[src/rtl/fifo_sel_arb.sv]
// fifo_sel_arb: registered grant arbiter for PORT_NUM FIFO request flags.
// Fixed-priority or round-robin selection. The grant is held until the consumer
// releases it or the granted request drops.
// Optional build macro FIFO_SEL_TIMEOUT_EN adds a hold counter that forces a
// release after MAX_HOLD grant cycles and pulses sel_timeout.
module fifo_sel_arb #(
   parameter int unsigned PORT_NUM = 6,
   parameter int unsigned IDX_W    = 3,
   parameter int unsigned MAX_HOLD = 255
) (
   input  logic                glb_clk,
   input  logic                glb_rst,
   input  logic [PORT_NUM-1:0] fifo_sel_bits,
   input  logic                rr_mode,
   input  logic                pkt_done,
   output logic                sel_valid,
   output logic [IDX_W-1:0]    sel_idx,
   output logic [PORT_NUM-1:0] sel_onehot,
   output logic [7:0]          sel_code,
   output logic                sel_timeout
);

   // Elaboration-time parameter sanity checks
   if (PORT_NUM < 2 || PORT_NUM > 128) begin : g_bad_port_num
      $error("fifo_sel_arb: PORT_NUM out of range");
   end
   if (IDX_W < $clog2(PORT_NUM)) begin : g_bad_idx_w
      $error("fifo_sel_arb: IDX_W too narrow for PORT_NUM");
   end
   if (MAX_HOLD < 1 || MAX_HOLD > 65535) begin : g_bad_max_hold
      $error("fifo_sel_arb: MAX_HOLD out of range");
   end

   typedef enum logic [0:0] {StIdle, StGrant} state_e;

   state_e              state_q, state_d;
   logic [IDX_W-1:0]    idx_q, idx_d;
   logic [IDX_W-1:0]    ptr_q, ptr_d;
   logic [PORT_NUM-1:0] onehot_q, onehot_d;
   logic [7:0]          code_q, code_d;

   logic [IDX_W-1:0]    win_idx;
   logic [PORT_NUM-1:0] cand;
   logic [PORT_NUM-1:0] cand_hi;
   logic [PORT_NUM-1:0] above_ptr;
   logic                held_req;
   logic                release_grant;
   logic                do_arb;
   logic                hold_expired;

`ifdef FIFO_SEL_TIMEOUT_EN
   logic [15:0] hold_q, hold_d;
   logic        timeout_q, timeout_d;

   // Last allowed grant cycle: the count starts at 0 on the first grant cycle
   assign hold_expired = (state_q == StGrant) && (hold_q == 16'(MAX_HOLD - 1));
`else
   assign hold_expired = 1'b0;
`endif

   // Index of the lowest set bit; 0 for an empty vector
   function automatic logic [IDX_W-1:0] lowest_set(input logic [PORT_NUM-1:0] vec);
      logic [IDX_W-1:0] res;
      logic             found;
      res   = '0;
      found = 1'b0;
      for (int unsigned i = 0; i < PORT_NUM; i++) begin
         if (vec[i] && !found) begin
            res   = IDX_W'(i);
            found = 1'b1;
         end
      end
      return res;
   endfunction

   // Release detection and winner selection
   always_comb begin
      held_req      = |(fifo_sel_bits & onehot_q);
      release_grant = (state_q == StGrant) && (pkt_done || !held_req || hold_expired);

      // Released port steps aside unless it is the only requester left
      cand = fifo_sel_bits;
      if (release_grant && (|(fifo_sel_bits & ~onehot_q))) begin
         cand = fifo_sel_bits & ~onehot_q;
      end

      // Round-robin: ports above the pointer first, then wrap to the bottom
      for (int unsigned i = 0; i < PORT_NUM; i++) begin
         above_ptr[i] = (i > 32'(ptr_q));
      end
      cand_hi = cand & above_ptr;

      if (rr_mode && (|cand_hi)) begin
         win_idx = lowest_set(cand_hi);
      end else begin
         win_idx = lowest_set(cand);
      end

      do_arb = (|cand) && ((state_q == StIdle) || release_grant);
   end

   // Next-state and registered-output computation
   always_comb begin
      state_d  = state_q;
      idx_d    = idx_q;
      ptr_d    = ptr_q;
      onehot_d = onehot_q;
      code_d   = code_q;

      unique case (state_q)
         StIdle: begin
            // pkt_done is ignored here; only requests matter
         end
         StGrant: begin
            if (release_grant && !do_arb) begin
               state_d  = StIdle;
               idx_d    = '0;
               onehot_d = '0;
               code_d   = '0;
            end
         end
         default: begin
            state_d  = StIdle;
            idx_d    = '0;
            onehot_d = '0;
            code_d   = '0;
         end
      endcase

      if (do_arb) begin
         state_d  = StGrant;
         idx_d    = win_idx;
         ptr_d    = win_idx;
         onehot_d = PORT_NUM'(1) << win_idx;
         code_d   = 8'(32'd128 + 32'(win_idx));
      end
   end

`ifdef FIFO_SEL_TIMEOUT_EN
   // Hold counter and forced-release pulse
   always_comb begin
      hold_d    = hold_q;
      timeout_d = 1'b0;
      if (state_q == StGrant) begin
         hold_d = hold_q + 16'd1;
      end
      if (do_arb) begin
         hold_d = '0;
      end
      // Only a pure timeout counts as forced; a coincident normal release wins
      timeout_d = hold_expired && !pkt_done && held_req;
   end

   // Hold counter registers
   always_ff @(posedge glb_clk) begin
      if (glb_rst) begin
         hold_q    <= '0;
         timeout_q <= 1'b0;
      end else begin
         hold_q    <= hold_d;
         timeout_q <= timeout_d;
      end
   end

   assign sel_timeout = timeout_q;
`else
   assign sel_timeout = 1'b0;
`endif

   // Grant state registers
   always_ff @(posedge glb_clk) begin
      if (glb_rst) begin
         state_q  <= StIdle;
         idx_q    <= '0;
         ptr_q    <= IDX_W'(PORT_NUM - 1);
         onehot_q <= '0;
         code_q   <= '0;
      end else begin
         state_q  <= state_d;
         idx_q    <= idx_d;
         ptr_q    <= ptr_d;
         onehot_q <= onehot_d;
         code_q   <= code_d;
      end
   end

   assign sel_valid  = (state_q == StGrant);
   assign sel_idx    = idx_q;
   assign sel_onehot = onehot_q;
   assign sel_code   = code_q;

endmodule
[config.mk]
export PLATFORM = sky130hd
export DESIGN_NAME = fifo_sel_arb
export DESIGN_NICKNAME = d
export VERILOG_FILES = /design/src/rtl/fifo_sel_arb.sv
export SDC_FILE = /design/constraint.sdc
export NUM_CORES = 1
export LEC_CHECK = 0
export CAP_MARGIN = 10
export CORE_ASPECT_RATIO = 0.7
export CORE_MARGIN = 2
export CORE_UTILIZATION = 52
export CTS_BUF_LIST = sky130_fd_sc_hd__clkbuf_8
export CTS_CLUSTER_DIAMETER = 60
export DETAILED_ROUTE_END_ITERATION = 10
export PLACE_DENSITY_LB_ADDON = 0.1
export SLEW_MARGIN = 20
export SYNTH_ARGS = -nofsm -noshare
export SYNTH_HDL_FRONTEND = slang
export SYNTH_SLANG_ARGS = --single-unit
[constraint.sdc]
create_clock -name glb_clk -period 4.67 [get_ports glb_clk]
set_input_delay 0.934 -clock glb_clk [delete_from_list [all_inputs] [get_ports glb_clk]]
set_output_delay 0.934 -clock glb_clk [all_outputs]
set_load 0.005 [all_outputs]
==> key figures, run 1 <==
STA
  – RSZ-0062 raised after global routing: false
  – Post-route minimum period: 3.50 ns
  – WHS: 0.458 ns
  – Final Skew: 0.00123 ns
  – Fin. Hold Viols: 0
  – Post-route setup TNS: 0 ns
  – Fin crit share: 75.0%
  – Slew HR: 66.8%
  – Setup violations, final: 0
  – Slew Viols, Final: 0
  – Worst Max-Slew Pin Slew: 0.497 ns
  – Fmax: 286 MHz

Detailed routing
  – Routed Antenna Nets: 0
  – Initial drt markers: 37
  – DRT Pass-1 Iters: 4
  – Routed length per instance: 16.5 µm
  – Vias per cell: 6.29
  – Routed WL: 2690 µm
  – Residual DRC: 0
  – Vias: 1026

CTS
  – CTS resizes: 0
  – CTS Buf Count: 3
  – Clk Latency, worst-skew pair: 0.24 ns
  – H-tree depth: 1
  – CTS root buf: clkbuf_8
  – CTS tree: built
  – Num Clock Sinks: 14
  – CTS clk-pin slew, worst paths: 0.06 ns
  – CTS max path bufs: 2
  – Setup bufs post-CTS: 0
  – Hold_buf cts: 0

Logic synthesis
  – Instance count of the mapped netlist: 119
  – EDFF count, synth: 0
  – Mapped Area: 1010 µm²
  – Yosys warning count: 0
  – Largest family of logic cells by synthesized area: compound AO/OA/AOI/OAI gates
  – Post-synthesis mux area share: 0%
  – Post-Synth XOR/XNOR Area: 0%
  – Ys async rst share: 0%
  – Synth Area in Adders: 0%
  – Compound-cell area share of the yosys netlist: 41.4%
  – Seq cells post-synth: 14
  – Post-synthesis simple-gate area fraction: 21.9%
  – Sequential area share after synthesis: 27.8%
  – Top FF cell, synth: dfxtp_1
  – Count of different cell masters after synthesis: 48
  – Avg Synthesized Cell Area: 8.46 µm²

Worst setup path
  – Crit-path slowest cell: clkdlybuf4s50_1
  – Slowest cell delay on critical path: 0.56 ns
  – Crit path DAT: 3.68 ns
  – Path type of the worst setup path: input pin to flip-flop
  – Crit path buf inv count: 1
  – Critical path cell sequence: clkdlybuf4s50_1, a22oi_2, a41oi_2, o31ai_1, nand2_1, o32a_1, a32oi_1, a32o_1
  – CP top delay family: compound AO/OA/AOI/OAI gates
  – CP Max Fanout: 7
  – Setup crit end kind: flip-flop
  – Worst Path Required: 4.85 ns
  – CP startpoint kind: input pin

Layout
  – Design area: 1270 µm²
  – Final nets: 152
  – Layout cells sized above 1: 12.1%
  – Finished Core Util: 69.2%
  – Area grow syn2layout: 26.2%
  – Fill count: 150
  – # diodes: 0

Run
  – Max-Cap Viols: 0

Power and ir drop
  – Pleak: 0.000465 µW
  – Pwr/cell area: 318 nW/µm²
  – VDD IR max: 0.000245 V

Floorplan
  – Num rows: 13
  – IO Pins: 29
  – Initial Utilization: 54.8%
  – Die extent in y: 40.8 µm
  – Die Wd: 56.6 µm
  – Die area: 2310 µm²
  – Core box area: 1840 µm²

Global route
  – Vias in the first global route: 881
  – Grt total ovfl: 0
  – Initial antenna violation count: 0
  – Gr usage total: 24.9%
  – Largest net degree at the start of global routing: 16
  – First-pass GRT wire length: 4240 µm

Status
  – Outcome: finished, final reports clean

Place
  – Dpl hpwl: 2110 µm
  – DP Area: 1220 µm²
  – IO Port Bufs: 23
  – Final Wtd Congestion: 0.921

Worst hold path
  – Worst hold path type: flip-flop to flip-flop
## where the power goes
part           internal, µW  switching [µW]  total, µW
combinational          66.5            70.7        137
clock                  74.6            42.6        117
sequential              133            17.1        150
total                   274             130        405
## path summary, 6_finish.rpt
| path | from | endpoint | slack, ns | cells after the start |
|---|---|---|---|---|
| setup / recovery | fifo_sel_bits[1] | sel_idx[0] | 1.17 | 8 |
| hold reg to reg | sel_code[7] | sel_code[7] | 0.46 | 2 |
| hold / removal | sel_code[7] | sel_code[7] | 0.46 | 2 |
| setup reg to reg | sel_onehot[5] | sel_idx[0] | 2.05 | 7 |
## cell usage after synthesis (all sizes together) (2+ instances only)
| cell type | count | area [µm²] |
|---|---|---|
| and2 | 3 | 22.5 |
| nor2 | 4 | 15.0 |
| nand3 | 4 | 20.0 |
| nand4 | 2 | 12.5 |
| a22oi | 3 | 32.5 |
| nand2b | 5 | 31.3 |
| a22o | 4 | 35.0 |
| o32ai | 4 | 42.6 |
| o211ai | 3 | 27.5 |
| o21ai | 8 | 40.0 |
| a21oi | 7 | 35.0 |
| inv | 6 | 22.5 |
| nand2 | 11 | 41.3 |
| a32oi | 2 | 17.5 |
| nor3 | 2 | 10.0 |
| a32o | 3 | 31.3 |
| o31ai | 4 | 48.8 |
| dfxtp | 14 | 280 |
| a31oi | 3 | 18.8 |
| buf | 8 | 60.1 |
## stage by stage
step | cells | setup WS [ns] | total power (µW)
global route | 163 | 1.03 | 424
floorplan | 123 | 1.90 | 237
detailed placement | 159 | 1.00 | 288
CTS | 163 | 1.20 | 404
global placement | 159 | 1.06 | 285
finish | 163 | 1.17 | 405
## per-layer routing
layer  share of wire (%)  vias to the layer above  track usage [%]
met5                   0                        -                0
met4                0.56                        0             5.36
met3                 8.7                        2             5.05
met2                  45                       57             40.4
met1                  46                      469             35.0
li1                    -                      498                -
## cells in the final DEF, fill, tap and decap left out, types with 2 or more instances in the layout
cell             Yosys  routed
a32oi_1              2       2
nor3_1               2       2
a22o_1               4       4
nor2_1               4       4
nand2_1             11      11
inv_1                6       6
nand4_1              2       2
conb_1               1       5
a21oi_1              7       7
o32ai_1              3       3
a31oi_1              3       3
nand2b_1             5       5
o31ai_1              2       2
nand3_1              4       4
dfxtp_1             14      14
a22oi_2              2       2
clkbuf_8             0       4
clkdlybuf4s50_1      0      23
o21ai_1              2       2
a32o_1               2       2
o211ai_1             2       2
o21ai_0              6       6
## tightest hold or removal path: cells and delay by family (launching register included)
family / cells / cell delay [ns]
AOI/OAI and AO/OA: 1 / 0.05
DFF: 1 / 0.31
and+or+nand+nor: 1 / 0.05
## area by class of cell
cell class	instances	area (µm²)	share of cell area, %
Clock buffer	4	55.1	4.33
Inverter	6	22.5	1.77
Tap cell	22	27.5	2.17
Sequential cell	14	280	22.0
Multi-Input combinational cell	94	656	51.6
Timing Repair Buffer	23	230	18.1
## state kept, by name, summed over array words and instances, names as in the netlist
signal / flops
sel_code: 2
sel_valid: 1
sel_idx: 2
ptr_q: 3
sel_onehot: 6
## cell families (layout without fill, tap and decap cells)
family | Yosys count | count (layout)
DFF | 14 | 14
buffers and inverters | 15 | 33
and+or+nand+nor | 40 | 40
AOI/OAI and AO/OA | 49 | 49
other | 1 | 5
Power figures use the tool's default switching activity.
==> inputs of run 2 (changes only) <==
--- a/config.mk
+++ b/config.mk
@@ -8,7 +8,7 @@
 export CAP_MARGIN = 10
 export CORE_ASPECT_RATIO = 0.7
 export CORE_MARGIN = 2
-export CORE_UTILIZATION = 52
+export CORE_UTILIZATION = 49
 export CTS_BUF_LIST = sky130_fd_sc_hd__clkbuf_8
 export CTS_CLUSTER_DIAMETER = 60
 export DETAILED_ROUTE_END_ITERATION = 10
==> constraint.sdc (replaced) <==
create_clock -name glb_clk -period 3.5 [get_ports glb_clk]
set_input_delay 0.7 -clock glb_clk [delete_from_list [all_inputs] [get_ports glb_clk]]
set_output_delay 0.7 -clock glb_clk [all_outputs]
set_load 0.005 [all_outputs]
==> run 2 against run 1 <==
Effect of this change: clock skew is 0.0025 ns higher; first-iteration DRC count is 32% higher; utilization down 1.6 points; register-to-register slack got worse by 1.1 ns; global-route usage shrank 1.5 points; largest cell class unchanged; worst hold slack gained 0.015 ns; combinational power up 36%; worst setup slack got worse by 0.80 ns; sequential share of layout area shrank 0.26 points.
==> key figures, run 2 (same netlist as run 1, synthesis figures left out) <==
Status
  – Outcome: finished, final reports clean

Layout
  – Max reg flops: 6
  – # diodes: 0
  – Layout cells sized above 1: 13.3%
  – Commonest non-fill, non-tap cell in the layout: clkdlybuf4s50_1
  – Finished Core Util: 67.6%
  – Final nets: 154
  – Fill count: 168
  – Most frequent cells in the layout: clkdlybuf4s50_1 (23), dfxtp_1 (14), nand2_1 (11)
  – Area grow syn2layout: 27.7%

Floorplan
  – Die Wd: 58.2 µm
  – IO Pins: 29
  – Die extent in y: 41.9 µm
  – Core box area: 1900 µm²
  – Num rows: 13
  – Initial Utilization: 52.9%
  – Die area: 2440 µm²

CTS
  – CTS max path bufs: 2
  – CTS clk-pin slew, worst paths: 0.06 ns
  – Hold_buf cts: 0
  – CTS root buf: clkbuf_8
  – Setup bufs post-CTS: 0
  – Num Clock Sinks: 14
  – CTS Buf Count: 3
  – CTS resizes: 0
  – CTS tree: built
  – H-tree depth: 1
  – Clk Latency, worst-skew pair: 0.24 ns

Worst setup path
  – Critical Path Source: fifo_sel_bits[5]
  – R2R depth: 8
  – CP startpoint kind: input pin
  – Slowest cell delay on critical path: 0.51 ns
  – R2R setup slack: 0.99 ns
  – Reg2reg start: sel_onehot[1]
  – Crit-path slowest cell: clkdlybuf4s50_1
  – Crit path buf inv count: 1
  – Crit path DAT: 3.32 ns
  – Worst Path Required: 3.69 ns
  – CP Max Fanout: 6
  – Reg-to-reg critical path endpoint: sel_onehot[0]
  – CP top delay family: compound AO/OA/AOI/OAI gates
  – Critical path cell sequence: clkdlybuf4s50_1, a22oi_1, a41oi_2, o31ai_1, nand2_1, o32a_1, a32oi_1, a32o_1
  – Path type of the worst setup path: input pin to flip-flop
  – Setup crit end kind: flip-flop

Global route
  – Met3 Track Usage GR: 8.41%
  – Global-route layer with the greatest usage: met1
  – Initial antenna violation count: 0
  – Largest net degree at the start of global routing: 16
  – Gr usage total: 23.4%
  – Grt total ovfl: 0
  – Vias in the first global route: 863
  – Met2 usage: 30.7%
  – First-pass GRT wire length: 4290 µm
  – GR Layer Usage met1: 35.5%

Detailed routing
  – Routed Antenna Nets: 0
  – Routed length per instance: 16.5 µm
  – Initial drt markers: 49
  – Routed WL: 2730 µm
  – DRT Pass-1 Iters: 5
  – Vias per cell: 6.44
  – Vias: 1062
  – Residual DRC: 0

STA
  – Setup violations, final: 0
  – Post-route setup TNS: 0 ns
  – Final Skew: 0.00375 ns
  – Post-route minimum period: 3.13 ns
  – Slew Viols, Final: 0
  – Fmax: 319 MHz
  – Fin crit share: 89.4%
  – Fin. Hold Viols: 0
  – RSZ-0062 raised after global routing: false

Power and ir drop
  – Pwr/cell area: 422 nW/µm²
  – VDD IR max: 0.000298 V
  – Pleak: 0.000476 µW

Place
  – Final Wtd Congestion: 0.910
  – Dpl hpwl: 2170 µm
  – IO Port Bufs: 23

Worst hold path
  – Hold Path End: sel_idx[1]
  – Worst hold path stage count: 2
  – Worst hold path type: flip-flop to flip-flop
  – HP Start: sel_idx[1]

Run
  – Max-Cap Viols: 0
-- run 2: tightest hold or removal path, delay by kind of cell, from the launching register on --
kind | cells | cell delay (ns)
flip-flops | 1 | 0.31
AND/OR/NAND/NOR | 1 | 0.06
AO/OA/AOI/OAI | 1 | 0.05
-- run 2: worst max-delay path by stage --
stage | slack [ns] | cells past startpoint | endpoint
final | 0.37 | 8 | sel_idx[0]
after global routing | 0.11 | 8 | sel_idx[0]
after CTS | 0.41 | 8 | sel_idx[0]
after detailed placement | 0.16 | 8 | sel_onehot[4]
after global placement | 0.22 | 9 | sel_onehot[1]
after floorplan | 0.97 | 7 | sel_onehot[3]
-- run 2: final cells by class --
| cell class | instances | area (µm²) | area share [%] |
|---|---|---|---|
| clock buffer | 4 | 55.1 | 4.28 |
| inverter | 6 | 22.5 | 1.75 |
| multi-input combinational | 94 | 656 | 51.0 |
| sequential | 14 | 280 | 21.8 |
| tap | 22 | 27.5 | 2.14 |
| timing repair buffer | 25 | 245 | 19.1 |
-- run 2: per-stage QoR --
| stage | power (µW) | cells | worst slack [ns] | instance area [µm²] | hold WS, ns |
|---|---|---|---|---|---|
| floorplan | 316 | 123 | 0.968 | 1020 | 0.453 |
| global placement | 383 | 161 | 0.225 | 1230 | 0.456 |
| detailed placement | 386 | 161 | 0.163 | 1230 | 0.469 |
| CTS | 542 | 165 | 0.412 | 1290 | 0.474 |
| global route | 573 | 165 | 0.113 | 1290 | 0.504 |
| finish | 543 | 165 | 0.370 | 1290 | 0.472 |
-- run 2: where the power goes --
group	internal, µW	switching, µW	total (µW)
clock	99.6	55.8	155
sequential	178	23.5	201
combinational	90.7	95.1	186
total	368	174	543
-- run 2: per-layer routing --
| metal | vias up | routed length [µm] |
|---|---|---|
| met5 | - | 0 |
| met4 | 0 | 32 |
| met3 | 4 | 287 |
| met2 | 75 | 1090 |
| met1 | 478 | 1320 |
| li1 | 505 | - |
